File: config.mk
export PLATFORM = sky130hd
export DESIGN_NAME = alu_pipe
export DESIGN_NICKNAME = d
export VERILOG_FILES = /design/src/rtl/alu_pipe.sv
export SDC_FILE = /design/constraint.sdc
export NUM_CORES = 1
export LEC_CHECK = 0
export CAP_MARGIN = 40
export CORE_ASPECT_RATIO = 0.9
export CORE_MARGIN = 1.5
export CORE_UTILIZATION = 35
export CTS_CLUSTER_SIZE = 30
export DETAILED_ROUTE_END_ITERATION = 7
export RECOVER_POWER = 25
export SLEW_MARGIN = 40
export SYNTH_ARGS = -nofsm -noshare
export SYNTH_HDL_FRONTEND = slang
export SYNTH_SLANG_ARGS = --single-unit
File: constraint.sdc
create_clock -name clk -period 12.2 [get_ports clk]
set_input_delay 1.83 -clock clk [delete_from_list [all_inputs] [get_ports clk]]
set_output_delay 1.83 -clock clk [all_outputs]
set_load 0.02 [all_outputs]
File: src/rtl/alu_pipe.sv
// Registered ALU with valid/ready handshake on both sides, status flags and an optional
// iterative shift-add multiplier (opcode 11).
module alu_pipe #(
  parameter int unsigned WIDTH  = 32,
  parameter bit          MUL_EN = 1'b1
) (
  input  logic             clk,
  input  logic             reset,
  input  logic             in_valid,
  output logic             in_ready,
  input  logic [WIDTH-1:0] A,
  input  logic [WIDTH-1:0] B,
  input  logic [3:0]       alu_control,
  output logic             out_valid,
  input  logic             out_ready,
  output logic [WIDTH-1:0] result,
  output logic             zero,
  output logic             carry,
  output logic             overflow,
  output logic             busy
);

  localparam int unsigned SHW = $clog2(WIDTH);
  localparam int unsigned MSB = WIDTH - 1;
  localparam logic [SHW-1:0] LAST_CNT = SHW'(WIDTH - 1);

  typedef enum logic {IDLE, MUL} state_t;

  state_t           r_state;
  logic             r_out_valid;
  logic [WIDTH-1:0] r_result;
  logic             r_zero;
  logic             r_carry;
  logic             r_overflow;
  logic [WIDTH-1:0] r_mcand;
  logic [WIDTH-1:0] r_mplier;
  logic [WIDTH-1:0] r_acc;
  logic [SHW-1:0]   r_cnt;

  logic             w_out_free;
  logic             w_accept;
  logic             w_is_mul;
  logic [WIDTH:0]   w_sum;
  logic [WIDTH:0]   w_diff;
  logic [SHW-1:0]   w_shamt;
  logic [WIDTH-1:0] w_res;
  logic             w_c;
  logic             w_v;
  logic             w_def;
  logic [WIDTH-1:0] w_acc_step;

  assign w_out_free = !r_out_valid || out_ready;
  assign in_ready   = (r_state == IDLE) && w_out_free;
  assign w_accept   = in_valid && in_ready;
  assign w_is_mul   = MUL_EN && (alu_control == 4'd11);
  assign w_sum      = {1'b0, A} + {1'b0, B};
  assign w_diff     = {1'b0, A} - {1'b0, B};
  assign w_shamt    = B[SHW-1:0];
  assign w_acc_step = r_mplier[0] ? r_acc + r_mcand : r_acc;

  assign out_valid = r_out_valid;
  assign result    = r_result;
  assign zero      = r_zero;
  assign carry     = r_carry;
  assign overflow  = r_overflow;
  assign busy      = (r_state == MUL);

  // Single-cycle datapath; opcode 11 lands in default and is overridden by the FSM when enabled.
  always_comb begin
    w_res = '0;
    w_c   = 1'b0;
    w_v   = 1'b0;
    w_def = 1'b1;
    case (alu_control)
      4'd0: begin
        w_res = w_sum[WIDTH-1:0];
        w_c   = w_sum[WIDTH];
        w_v   = (A[MSB] == B[MSB]) && (w_sum[MSB] != A[MSB]);
      end
      4'd1: w_res = A & B;
      4'd2: w_res = B;
      4'd3: begin
        w_res = w_diff[WIDTH-1:0];
        w_c   = w_diff[WIDTH];
        w_v   = (A[MSB] != B[MSB]) && (w_diff[MSB] != A[MSB]);
      end
      4'd4:  w_res = A | B;
      4'd5:  w_res = A ^ B;
      4'd6:  w_res = {{(WIDTH-1){1'b0}}, $signed(A) < $signed(B)};
      4'd7:  w_res = {{(WIDTH-1){1'b0}}, A < B};
      4'd8:  w_res = A << w_shamt;
      4'd9:  w_res = A >> w_shamt;
      4'd10: w_res = $signed(A) >>> w_shamt;
      default: w_def = 1'b0;
    endcase
  end

  always_ff @(posedge clk or posedge reset) begin
    if (reset) begin
      r_state     <= IDLE;
      r_out_valid <= 1'b0;
      r_result    <= '0;
      r_zero      <= 1'b0;
      r_carry     <= 1'b0;
      r_overflow  <= 1'b0;
      r_mcand     <= '0;
      r_mplier    <= '0;
      r_acc       <= '0;
      r_cnt       <= '0;
    end else begin
      if (r_out_valid && out_ready) r_out_valid <= 1'b0;
      case (r_state)
        IDLE: begin
          if (w_accept) begin
            if (w_is_mul) begin
              r_state  <= MUL;
              r_mcand  <= A;
              r_mplier <= B;
              r_acc    <= '0;
              r_cnt    <= '0;
            end else begin
              r_result    <= w_res;
              r_zero      <= w_def && (w_res == '0);
              r_carry     <= w_c;
              r_overflow  <= w_v;
              r_out_valid <= 1'b1;
            end
          end
        end
        MUL: begin
          // The final iteration writes straight into the output register, so it waits
          // (frozen) until that register is free.
          if (r_cnt != LAST_CNT) begin
            r_acc    <= w_acc_step;
            r_mcand  <= r_mcand << 1;
            r_mplier <= r_mplier >> 1;
            r_cnt    <= r_cnt + 1'b1;
          end else if (w_out_free) begin
            r_acc       <= w_acc_step;
            r_result    <= w_acc_step;
            r_zero      <= (w_acc_step == '0);
            r_carry     <= 1'b0;
            r_overflow  <= 1'b0;
            r_out_valid <= 1'b1;
            r_state     <= IDLE;
          end
        end
        default: r_state <= IDLE;
      endcase
    end
  end

endmodule

# Word-level counts from Yosys, hierarchy flattened
# Index checks and enable logic that the tools add are counted.
dict set report classes {
  n_addsub 4
  reduce_logical 15
  bitwise 4
  n_eq_ne 23
  n_lt_le_gt_ge 2
  multipliers 0
  shifts 3
  mux 50
  n_div 0
}
# op n
set op_table {}
lappend op_table {{32-bit 2-to-1 mux} 14}
lappend op_table {{32-bit one-hot mux with 11 select lines} 1}
lappend op_table {{32-bit one-hot mux with 2 select lines} 4}
lappend op_table {{32-bit logical NOT} 2}
lappend op_table {{32-bit < comparator} 2}
lappend op_table {{32-bit by 32-bit adder with 33-bit output} 1}
lappend op_table {{32-bit by 32-bit subtractor with 33-bit output} 1}
lappend op_table {{32-bit adder} 1}
lappend op_table {{32-bit bitwise AND} 1}
lappend op_table {{32-bit OR} 1}
lappend op_table {{32-bit by 5-bit << shifter with 32-bit output} 1}
lappend op_table {{32-bit by 5-bit >> shifter with 32-bit output} 1}
lappend op_table {{32-bit by 5-bit >>> shifter with 32-bit output} 1}
lappend op_table {{32-bit bitwise XOR} 1}
lappend op_table {{1-bit 2-to-1 mux} 20}
lappend op_table {{4-bit by 3-bit == test with 1-bit output (second input constant)} 4}
lappend op_table {{4-bit == test (second input constant)} 4}
lappend op_table {{5-bit 2-to-1 mux} 3}
lappend op_table {{1-bit one-hot mux with 2 select lines} 7}
lappend op_table {{11-bit OR reduction} 1}
lappend op_table {{5-bit one-hot mux with 2 select lines} 1}
lappend op_table {{4-bit by 2-bit == test with 1-bit output (second input constant)} 2}
lappend op_table {{2-bit inequality test (second input constant)} 4}
lappend op_table {{1-bit logical AND} 6}
lappend op_table {{13 further kinds} 17}
dict set report totals {
  memories 0
  latchBits 0
  mem_bits_ro 0
  regBits 138
  inputBits 72
  ram_bits 0
}

# Depth between registers and ports, before layout
dict set report depth {
  word_depth 7
  mapped_depth 18
}

# Worst setup path before layout
# OpenSTA, ideal clock, no wires.
dict set report synth_path {
  path_type {input to register}
  start {in B[2]}
  end {reg r_zero (netlist: zero)}
  n_path_buf 5
  t_arrival_ns 6.049
  cell_stages 18
  setup_ns 0.092
  required_ns 12.108
  path_slack_ns 6.060
  cell_sequence {buf_2 > inv_1 > buf_1 > buf_2 > buf_1 > ha_1 > buf_6 > a211oi_1 > o211ai_1 > a221oi_4 > a211oi_2 > o311ai_4 > nor2_1 > a211o_1 > a2111oi_0 > and4_1 > nand4_1 > o31ai_2}
}
dict set report synth_via {
  elab_chain_len 7
}
# element line_no
set synth_rtl {}
lappend synth_rtl {{start: declaration} 12} ;# input logic [WIDTH-1:0] B,
lappend synth_rtl {{32-bit by 32-bit subtractor with 33-bit output, or another cell as far along} 57} ;# assign w_diff = {1'b0, A} - {1'b0, B};
lappend synth_rtl {{32-bit one-hot mux with 11 select lines (*)} 74} ;# case (alu_control)
lappend synth_rtl {{32-bit logical NOT (*)} 123} ;# r_zero <= w_def && (w_res == '0);
lappend synth_rtl {{1-bit logical AND (*)} 123}
lappend synth_rtl {{1-bit 2-to-1 mux (*)} 115} ;# if (w_is_mul) begin
lappend synth_rtl {{1-bit 2-to-1 mux (*)} 114} ;# if (w_accept) begin
lappend synth_rtl {{1-bit one-hot mux with 2 select lines (*)} 112} ;# case (r_state)
lappend synth_rtl {{end signal: assignment} 123}
lappend synth_rtl {{end signal: assignment} 141} ;# r_zero <= (w_acc_step == '0);
lappend synth_rtl {{end: declaration} 32} ;# logic r_zero;
# Every way passes the cells marked *; elsewhere a longest branch is shown, timed or not. The select of a mux whose other input is x is not followed.
# A chain may end at the register's enable or synchronous reset.

==> results_dict.tcl <==
set metrics [dict create \
    status "finished with violations" \
    failed_checks "capacitance limit, slew limit" \
    syn-num-nets 2616 \
    fmax_mhz 131 \
    setup_viol 0 \
    place_ws_ns 5.09 \
    drive_gt1_frac 0.0998 \
    period_share 0.628 \
    fin_cells 3113 \
    area_growth_pct 12.9 \
    clk_latency_ns 0.51 \
    start_util 0.355 \
    grt_antenna_before_repair 8 \
    min_period_ns 7.66 \
    ant_nets 0 \
    start_kind "input pin" \
    overflow 0 \
    wirelength_mm 95.9 \
    synth_edf_count 0 \
    final_nets 2624 \
    synth_top_area_share 0.187 \
    cts_tree "yes" \
    netlist_area_um2 18400 \
    synthArstFlopShare 1.00 \
    die_area_um2 54100 \
    synth_top_area_cell "dfrtp_1" \
    maxSlewViolCount 141 \
    synth.area.top_cells "dfrtp_1 (19%), ha_1 (9.4%), mux2i_1 (7.1%), a21oi_1 (6.0%), nor2_1 (4.8%)" \
    cts_setup_buffers 0 \
    hold_viol 0 \
    regToRegEndpoint "zero" \
    clock_skew_ns 0.0243 \
    hpwl_mm 71.4 \
    fp.dieH_um 221 \
    yosysSeqAreaShare 0.187 \
    drc_errors 0 \
    power_density_nw_per_um2 216 \
    tns_ns 0 \
    clk_pin_slew_ns 0.07 \
    grt_pass1_wl_mm 138 \
    syn_area_per_cell_um2 7.67 \
    port_buffers 109 \
    maxCapViolations 2 \
    fp.coreArea_um2 51900 \
    ys_seq_elements 138 \
    synthFlopType "dfrtp_1" \
    min_path_type "reg -> reg" \
    firstDrtPassIters 6 \
    cp.required_ns 11.98 \
    reg2reg_depth 13 \
    slew_headroom -1.72 \
    tightest_slew_ns 4.06 \
    cts_buffers 17 \
    vias 20700 \
    ctsHoldBuffers 0 \
    worst_slack_ns 4.54 \
    r2r-start "r_mcand[0]" \
    peakVddDrop_uv 212 \
    ctsRootBufferMaster "clkbuf_16" \
    setup.worst_path.class "in -> async" \
    grt_pass1_vias 19200 \
    critPathCapture "r_mcand[18]" \
    p_leak_nw 8.83 \
    clock_path_buffers 2 \
    rsz0062_at_grt "false" \
    netlist_instances 2403 \
    wl_per_cell_um 30.8 \
    grt_max_degree 124 \
    track_usage 0.350 \
    end_kind "async pin" \
    ios 110 \
    yosysUniqueCellTypes 93 \
    cp_max_fo 77 \
    via_per_inst 6.66 \
    reg2reg_setup_slack_ns 7.87 \
    worstPathArrival_ns 7.44 \
    htreeDepth 4 \
    startpoint "reset" \
    cts.sinks 138 \
    placedCellCount 3080 \
    yosysWarnings 0 \
    postCtsResizedCells 0 \
    rows 79 \
    drt_iter0_drc 2728 \
    place_congestion 1.07 \
    dieWidth_um 245 \
]
## sequential cells by signal (all words and copies together), names as in the netlist
name and cells:
busy 1, carry 1, out_valid 1, overflow 1, r_acc 32, r_cnt 5
r_mcand 32, r_mplier 32, result 32, zero 1
## stage by stage
step                hold WS (ns)  total power [mW]  area [um2]  utilization
finish                     0.490              4.49       20800        0.401
global route               0.511              4.79       20800        0.401
CTS                        0.494              4.44       20800        0.401
detailed placement         0.479              3.84       20200        0.390
global placement           0.466              3.78       20100        0.388
floorplan                  0.457              2.86       18400            -
## worst min-delay path by stage
stage	depth (start not counted)	from	to	slack, ns
floorplan	2	r_acc[7]	r_acc[7]	0.46
global placement	2	result[10]	result[10]	0.47
detailed placement	2	result[5]	result[5]	0.48
CTS	2	result[6]	result[6]	0.49
global route	2	result[5]	result[5]	0.51
finish	2	result[5]	result[5]	0.49
## routing by layer
metal / wire length, um / vias to the layer above / track usage
met2: 39500 / 1248 / 0.509
met3: 9420 / 227 / 0.0756
met5: 26 / - / 0
li1: - / 9016 / -
met1: 42300 / 10200 / 0.494
met4: 4570 / 4 / 0.157
## cells by family (layout without fill, tap and decap cells)
family / count (synthesis) / count (layout) / share of synthesized area
buf+inv: 294 / 315 / 0.0647
compound gates: 820 / 820 / 0.301
xor+xnor: 38 / 38 / 0.0180
flops: 138 / 138 / 0.187
other cells: 0 / 1 / 0
simple gates: 760 / 760 / 0.192
fa+ha+maj: 141 / 141 / 0.0969
mux: 212 / 212 / 0.140
## synth_stat cells (9+ instances only)
cell	number
nor2_1	238
nand2_1	235
a21oi_1	220
o21ai_0	145
dfrtp_1	138
ha_1	138
clkbuf_1	134
mux2i_1	131
inv_1	107
nand3_1	66
mux2_2	49
o211ai_1	39
a211oi_1	38
nor3_1	38
a21o_1	37
mux4_2	32
a31oi_1	31
nand2b_1	31
xnor2_1	25
a221oi_1	24
nor4_1	23
o31ai_1	23
nand4_1	22
o22ai_1	22
buf_2	20
o21bai_1	20
a22oi_1	19
nor2b_1	19
o221ai_1	19
a211o_1	18
buf_1	18
o21a_1	17
a2111oi_0	16
or3_1	16
and3_1	13
xor2_1	13
or2_2	12
a221o_1	11
a311oi_1	10
o2111ai_1	10
and2_1	9
o211a_1	9
## critical path: stages
cell and delay [ns]:
dlygate4sd3_1 0.54, clkinvlp_2 2.22, clkbuf_1 2.67
## cells in the final DEF (no fill, tap or decap), drive strengths merged, types with 25 or more instances in the layout
master         instances
ha                   138
buf                   70
nor3                  38
mux2                  49
nand2                235
a211oi                39
nand3                 67
a221oi                25
a31oi                 31
clkdlybuf4s50        100
dfrtp                138
o211ai                39
nand2b                31
nor2                 238
mux2i                131
o21ai                146
a21o                  37
a21oi                221
xnor2                 25
mux4                  32
inv                  113
## final cells by class
class	count	area (um2)
Tap cell	688	861
Fill cell	5367	31100
Inverter	110	414
Sequential cell	138	3460
Clock inverter	13	155
Multi-Input combinational cell	1971	13900
Antenna cell	1	2.50
Timing Repair Buffer	173	1550
Clock buffer	19	453
## where the power goes
part | internal (mW) | switching, mW
Sequential | 0.698 | 0.208
Clock | 0.316 | 0.260
Combinational | 1.13 | 1.88
Total | 2.14 | 2.35
(Power assumes the default switching activity.)
